--- config.mk ---
export PLATFORM = sky130hd
export DESIGN_NAME = sub_arbiter
export DESIGN_NICKNAME = d
export VERILOG_FILES = /design/src/rtl/sub_arbiter.sv
export SDC_FILE = /design/constraint.sdc
export NUM_CORES = 1
export LEC_CHECK = 0
export BUFFER_PORTS_ARGS = -buffer_cell sky130_fd_sc_hd__buf_2
export CAP_MARGIN = 20
export CELL_PAD_IN_SITES_DETAIL_PLACEMENT = 1
export CELL_PAD_IN_SITES_GLOBAL_PLACEMENT = 1
export CORE_UTILIZATION = 38
export DETAILED_ROUTE_END_ITERATION = 12
export PLACE_DENSITY_LB_ADDON = 0.3
export RECOVER_POWER = 50
export SYNTH_ARGS = -nofsm -noshare
export SYNTH_HDL_FRONTEND = slang
export SYNTH_SLANG_ARGS = --single-unit
--- constraint.sdc ---
create_clock -name clk -period 4.4 [get_ports clk]
set_input_delay 0.66 -clock clk [delete_from_list [all_inputs] [get_ports clk]]
set_output_delay 0.66 -clock clk [all_outputs]
set_load 0.01 [all_outputs]
--- src/rtl/sub_arbiter.sv ---
// Two-requester front end for a shared 16-bit saturating subtract unit.
// A requester is accepted in IDLE. Its operands run through `sub` in EXEC.
// The registered result is offered in RESP until the consumer takes it.
// Taking the response also loads the Z/N/V flag register.

// Signed 16-bit subtract. The result clamps to the signed range on overflow.
module sub (
    input  logic [15:0] a,
    input  logic [15:0] b,
    output logic [15:0] y,
    output logic        zr,
    output logic        neg,
    output logic        ov
);
    logic [15:0] diff;
    logic        ovf;

    // Wrap difference, then clamp when the operand signs differ and the sign flipped
    always_comb begin
        diff = a - b;
        ovf  = (a[15] ^ b[15]) & (diff[15] ^ a[15]);
        if (ovf) begin
            y = a[15] ? 16'h8000 : 16'h7FFF;
        end else begin
            y = diff;
        end
        ov  = ovf;
        neg = y[15];
        zr  = (y == 16'h0000);
    end
endmodule

module sub_arbiter #(
    parameter int WIDTH         = 16,
    parameter int PRIORITY_INIT = 0
) (
    input  logic             clk,
    input  logic             rst,
    input  logic             req0_valid,
    output logic             req0_ready,
    input  logic [WIDTH-1:0] req0_a,
    input  logic [WIDTH-1:0] req0_b,
    input  logic             req1_valid,
    output logic             req1_ready,
    input  logic [WIDTH-1:0] req1_a,
    input  logic [WIDTH-1:0] req1_b,
    output logic             rsp_valid,
    input  logic             rsp_ready,
    output logic             rsp_id,
    output logic [WIDTH-1:0] rsp_out,
    output logic             rsp_zr,
    output logic             rsp_neg,
    output logic             rsp_ov,
    output logic             flag_zr,
    output logic             flag_neg,
    output logic             flag_ov,
    output logic             busy
);
    typedef enum logic [1:0] {
        S_IDLE = 2'd0,
        S_EXEC = 2'd1,
        S_RESP = 2'd2
    } state_t;

    // After reset the pointer names the requester that does NOT get the first contested grant
    localparam logic LAST_INIT = (PRIORITY_INIT == 0) ? 1'b1 : 1'b0;

    state_t           state_q, state_d;
    logic [WIDTH-1:0] a_q, b_q;
    logic             id_q;
    logic             last_q;
    logic             rsp_valid_q;
    logic [WIDTH-1:0] rsp_out_q;
    logic             rsp_zr_q, rsp_neg_q, rsp_ov_q;
    logic             flag_zr_q, flag_neg_q, flag_ov_q;

    logic             grant1;
    logic             accept;
    logic             rsp_fire;
    logic [15:0]      sub_y;
    logic             sub_zr, sub_neg, sub_ov;

    sub u_sub (
        .a   (a_q),
        .b   (b_q),
        .y   (sub_y),
        .zr  (sub_zr),
        .neg (sub_neg),
        .ov  (sub_ov)
    );

    // State register
    always_ff @(posedge clk) begin
        if (rst) begin
            state_q <= S_IDLE;
        end else begin
            state_q <= state_d;
        end
    end

    // Next-state logic
    always_comb begin
        state_d = state_q;
        case (state_q)
            S_IDLE:  if (req0_valid || req1_valid) state_d = S_EXEC;
            S_EXEC:  state_d = S_RESP;
            S_RESP:  if (rsp_ready) state_d = S_IDLE;
            default: state_d = S_IDLE;
        endcase
    end

    // Output logic: round-robin grant and handshake strobes
    always_comb begin
        // Requester 1 wins when it is alone, or when both ask and requester 0 went last
        grant1     = req1_valid & (~req0_valid | ~last_q);
        req0_ready = (state_q == S_IDLE) & req0_valid & ~grant1;
        req1_ready = (state_q == S_IDLE) & grant1;
        accept     = (state_q == S_IDLE) & (req0_valid | req1_valid);
        rsp_fire   = (state_q == S_RESP) & rsp_ready;
        busy       = (state_q != S_IDLE);
    end

    // Operand, id and pointer capture on accept
    always_ff @(posedge clk) begin
        if (rst) begin
            a_q    <= '0;
            b_q    <= '0;
            id_q   <= 1'b0;
            last_q <= LAST_INIT;
        end else if (accept) begin
            a_q    <= grant1 ? req1_a : req0_a;
            b_q    <= grant1 ? req1_b : req0_b;
            id_q   <= grant1;
            last_q <= grant1;
        end
    end

    // Result registers: loaded at the end of EXEC and held through RESP
    always_ff @(posedge clk) begin
        if (rst) begin
            rsp_valid_q <= 1'b0;
            rsp_out_q   <= '0;
            rsp_zr_q    <= 1'b0;
            rsp_neg_q   <= 1'b0;
            rsp_ov_q    <= 1'b0;
        end else if (state_q == S_EXEC) begin
            rsp_valid_q <= 1'b1;
            rsp_out_q   <= sub_y;
            rsp_zr_q    <= sub_zr;
            rsp_neg_q   <= sub_neg;
            rsp_ov_q    <= sub_ov;
        end else if (rsp_fire) begin
            rsp_valid_q <= 1'b0;
        end
    end

    // Architectural flags follow the response only when it is consumed
    always_ff @(posedge clk) begin
        if (rst) begin
            flag_zr_q  <= 1'b0;
            flag_neg_q <= 1'b0;
            flag_ov_q  <= 1'b0;
        end else if (rsp_fire) begin
            flag_zr_q  <= rsp_zr_q;
            flag_neg_q <= rsp_neg_q;
            flag_ov_q  <= rsp_ov_q;
        end
    end

    assign rsp_valid = rsp_valid_q;
    assign rsp_id    = id_q;
    assign rsp_out   = rsp_out_q;
    assign rsp_zr    = rsp_zr_q;
    assign rsp_neg   = rsp_neg_q;
    assign rsp_ov    = rsp_ov_q;
    assign flag_zr   = flag_zr_q;
    assign flag_neg  = flag_neg_q;
    assign flag_ov   = flag_ov_q;
endmodule
==> results summary <==
The run finished, with violations left. The checks that failed: max-capacitance violations, max-slew violations. After Yosys synthesis, and, or, nand and nor cells account for 16.1% of the synthesized area. The worst clock skew on the final layout is 10.4 ps. The number of routed nets with antenna violations is 0. The leakage power figure came out at 0.00170 uW. The pin count of the biggest net entering global routing is 52. The post-synthesis async set-or-reset flop share came out at 0%. In this run the biggest area consumer among cell types represents 36.0% of the synthesized area. The region available for standard cell placement spans 0.00822 sq mm. The number of design rule violations left after detail routing came out at 0. The detailed-route wire length per cell is 14.1 um. In this run the horizontal extent of the chip is 94.2 um. The worst hold path begins at flag_zr$_SDFFE_PP0P_. The family of cells with the greatest summed delay on the critical path is compound AO/OA/AOI/OAI gates.

The synthesized design contains 58 register bits. The number of optimization iterations in the first detailed-route pass is 4. The I/O pin total is 96. The startpoint identified for the worst register-to-register timing path is b_q[1]$_SDFFE_PP0P_.

The fraction of synthesized area in multiplexers is 10.9%. The final weighted congestion of routability-driven global placement came out at 0.833. The upper clock frequency limit is 240 MHz.

The class of the tightest hold or removal check is register to register. Summing all multi-input logic gate instances after layout gives 0.00193 sq mm. In this run the register-to-register setup slack is 230 ps. The highest metal layer carrying signal wires in the routed design is met4. The clock tree synthesis step divided the H-tree into 3 levels. The count of yosys warnings during synthesis came out at 0. STA classifies the critical path endpoint as a register. The combined flip-flop and latch cell area came out at 0.00116 sq mm.

The area fraction in compound gates after synthesis came out at 21.8%. For the worst-skew pair, the clock arrives at the later sink with an insertion delay of 340 ps. The synthesis-to-finish area growth came out at 23.0%. The slew of the pin with the lowest slew margin came out at 2990 ps. The area of the die is 0.00886 sq mm. STA puts the critical path data required time at 4640 ps.

During placement, the flow inserted port buffers numbering 95. Once the clock tree was built, the setup fixing pass inserted 0 buffers. The maximum cell stage delay along the critical path is 490 ps. The final hold violation count is 0. The antenna diode instance count is 0. Counting the buffers created by CTS gives 9. The classification of the worst setup path is register to register. In this run the power density over the cells is 454 mW/mm^2.

The number of max-cap violations came out at 1. The buffering stage count on the worst path with inverters included came out at 2. The synthesized area per cell is 8.47 sq um. Clock-pin slew was measured on the worst setup and hold paths at 70 ps.

The main combinational cell family by area after synthesis is compound AO/OA/AOI/OAI gates. The total vias in the final route is 2945. The total met2 wirelength after detailed routing came out at 3.50 mm. The finished layout cell area came out at 0.00397 sq mm.

STA classifies the critical path startpoint as a register. Of all nets on the critical path, the largest fanout is 17. The buffer depth of the longest clock path came out at 2. The cell area that synthesis handed to floorplanning was 0.00323 sq mm. The wire length of the first global-routing pass came out at 13.6 mm. The final routed wirelength across all metal layers is 8.14 mm. The initial antenna violation count came out at 0. The critical path goes through inv_1 -> ha_1 -> nor2b_1 -> o221ai_4 -> a21oi_4 -> a2111o_1 -> nand3_1 -> nand2b_1 -> a21oi_2 -> fa_1 -> or3b_4 -> o21a_1 -> buf_4 -> o211ai_1 -> o311ai_2 -> a211oi_2 -> nand3_1 -> o32ai_1. The placed wire-length estimate came out at 6.23 mm. The count of cells along the worst hold path came out at 2. Among all stages on the critical path, the largest delay is contributed by sky130_fd_sc_hd__fa_1. IR analysis of the VDD net gives a maximum drop of 0.156 mV. The period utilization is 94.8%.

The portion of the post-synthesis area used by sequential elements is 36.0%. The endpoint with the worst hold slack is flag_zr$_SDFFE_PP0P_. The row count came out at 33.

In the synthesized netlist the dominant register cell turns out to be sky130_fd_sc_hd__dfxtp_1. In the detailed route, the total length drawn on met3 is 333 um. In the final routing, the length of wire on met1 measures 4.21 mm. The starting density of the core came out at 39.3%. The clock sink count is 58. The post-layout net count came out at 556. The first element of the critical path is b_q[1]$_SDFFE_PP0P_. Setup violations remaining at the end of the flow were counted as 0. The final count of pins violating max slew was 52. The number of gates resized after CTS was 0.

The average vias per placed instance is 5.09. TritonCTS built the clock tree. The count of distinct cell types in the synthesized netlist is 50. Global routing consumed, over all layers together, 19.5% of the routing resources. The number of global-route vias before repair is 2904. The final critical path time including I/O delays and setup came out at 4170 ps. The headroom to the max-slew limit is -100%. The arrival time at the worst endpoint came out at 4410 ps. The fraction of the mapped netlist area in adder cells came out at 7.06%.

The number of buffers inserted for hold repair after clock tree synthesis is 0. The xor-xnor portion of the synthesized cell area is 2.17%. The endpoint identified for the worst register-to-register timing path is rsp_zr$_SDFFE_PP0P_. Yosys attributes the largest share of cell area to sky130_fd_sc_hd__dfxtp_1 (36%), sky130_fd_sc_hd__mux2i_1 (11%), sky130_fd_sc_hd__a211oi_1 (8.8%). The synthesized design spends more area on one cell type than any other, namely sky130_fd_sc_hd__dfxtp_1.

The cell with the most instances on the worst path is sky130_fd_sc_hd__nand3_1. The number of fillers in the final layout came out at 1015. The root buffer cell chosen for the clock tree is sky130_fd_sc_hd__clkbuf_8. The share of layout cells above drive strength 1 is 21.7%. Yosys mapped a number of flops with a built-in enable equal to 0. The total nets after synthesis came out at 467.

The number of cells produced by synthesis is 381. Measured along the y axis, the die boundary spans 94.2 um. Counting cells, the worst reg-to-reg path comes to 18. The final global-route overflow total came out at 0. The total placed instance area is 0.00377 sq mm. The core occupancy in the finished layout is 48.3%. For this block, the initial DRC count from the detailed router was 65.
per-stage QoR:
| step | cells | hold slack, ps | total power (uW) | setup WS (ps) | setup TNS [ps] |
|---|---|---|---|---|---|
| 3_5_place_dp | 564 | 481 | 1310 | 146 | 0 |
| 4_1_cts | 579 | 496 | 1790 | 77.7 | 0 |
| 2_1_floorplan | 381 | 430 | 1120 | 557 | 0 |
| 6_report | 579 | 492 | 1800 | 230 | 0 |
| 5_1_grt | 579 | 519 | 1930 | -12.0 | -12.0 |
| 3_3_place_gp | 564 | 460 | 1290 | 317 | 0 |
cell usage after synthesis, types with 2 or more instances:
cell type	count
sky130_fd_sc_hd__inv_1	23
sky130_fd_sc_hd__a21oi_1	22
sky130_fd_sc_hd__o21bai_1	2
sky130_fd_sc_hd__clkbuf_1	15
sky130_fd_sc_hd__o21ai_2	2
sky130_fd_sc_hd__xnor2_1	5
sky130_fd_sc_hd__a211oi_2	2
sky130_fd_sc_hd__o21ai_0	13
sky130_fd_sc_hd__fa_1	2
sky130_fd_sc_hd__a211oi_1	38
sky130_fd_sc_hd__xor2_1	3
sky130_fd_sc_hd__buf_6	2
sky130_fd_sc_hd__o211ai_1	2
sky130_fd_sc_hd__a21o_1	2
sky130_fd_sc_hd__nor3_1	12
sky130_fd_sc_hd__ha_1	15
sky130_fd_sc_hd__nand2b_1	3
sky130_fd_sc_hd__mux2i_1	35
sky130_fd_sc_hd__nand3_1	4
sky130_fd_sc_hd__o21a_1	3
sky130_fd_sc_hd__nor2_1	76
sky130_fd_sc_hd__o32ai_1	2
sky130_fd_sc_hd__dfxtp_1	58
sky130_fd_sc_hd__nand2_1	14
tightest hold or removal path: cells and delay by family (launching register included):
| family | cells | cell delay, ps |
|---|---|---|
| DFF | 1 | 330 |
| AOI/OAI and AO/OA | 1 | 60 |
| and+or+nand+nor | 1 | 70 |
logic make-up after synthesis:
family	after synthesis
AOI/OAI and AO/OA	99
xor gates and xnor gates	8
adders and majority gates	17
buffers and inverters	44
DFF	58
muxes	35
and+or+nand+nor	120
registers in the layout (all words and copies together) (netlist names), 2 cells and up:
register,cells
rsp_out,16
b_q,16
state_q,2
a_q,16
worst max path at each step:
| stage | to | slack, ps | cells after the start |
|---|---|---|---|
| after CTS | rsp_zr$_SDFFE_PP0P_ | 80 | 18 |
| after global routing | rsp_zr$_SDFFE_PP0P_ | -10 | 18 |
| final | rsp_zr$_SDFFE_PP0P_ | 230 | 18 |
| after detailed placement | rsp_zr$_SDFFE_PP0P_ | 150 | 18 |
| after floorplan | rsp_zr$_SDFFE_PP0P_ | 560 | 18 |
| after global placement | rsp_zr$_SDFFE_PP0P_ | 320 | 18 |
metal layers:
layer / track usage (%) / vias to the layer above
met2: 30.1 / 78
met1: 27.1 / 1330
met4: 6.28 / 0
met3: 3.72 / 10
met5: 0 / -
li1: - / 1527
final cells by class:
class | count | share of cell area (%)
Tap cell | 105 | 3.31
Timing Repair Buffer | 99 | 11.9
Inverter | 23 | 2.18
Multi-Input combinational cell | 279 | 48.7
Sequential cell | 58 | 29.3
Clock inverter | 3 | 1.01
Clock buffer | 12 | 3.66
power by group:
part / switching, uW / internal, uW
Sequential: 40.6 / 589
Combinational: 415 / 280
Clock: 205 / 272
layout by cell type, fill, tap and decap left out, types with 2 or more instances in the layout:
cell type                  instances
sky130_fd_sc_hd__mux2i_1          35
sky130_fd_sc_hd__a21oi_2           2
sky130_fd_sc_hd__clkbuf_1         28
sky130_fd_sc_hd__a211oi_2          2
sky130_fd_sc_hd__clkbuf_8         10
sky130_fd_sc_hd__a21oi_1          20
sky130_fd_sc_hd__o21ai_0          13
sky130_fd_sc_hd__o21ai_2           2
sky130_fd_sc_hd__nand2b_1          3
sky130_fd_sc_hd__xor2_1            3
sky130_fd_sc_hd__a211oi_1         38
sky130_fd_sc_hd__buf_4             3
sky130_fd_sc_hd__o211ai_1          2
sky130_fd_sc_hd__nor3_1           12
sky130_fd_sc_hd__nand3_1           4
sky130_fd_sc_hd__o21a_1            3
sky130_fd_sc_hd__clkinv_2          2
sky130_fd_sc_hd__dfxtp_1          58
sky130_fd_sc_hd__ha_1             14
sky130_fd_sc_hd__inv_1            23
sky130_fd_sc_hd__nand2_1          14
sky130_fd_sc_hd__buf_2            70
sky130_fd_sc_hd__fa_1              2
sky130_fd_sc_hd__nor2_1           76
sky130_fd_sc_hd__o21bai_1          2
sky130_fd_sc_hd__a21o_1            2
sky130_fd_sc_hd__xnor2_1           5
Note: power is estimated with default switching activity, not from simulation.
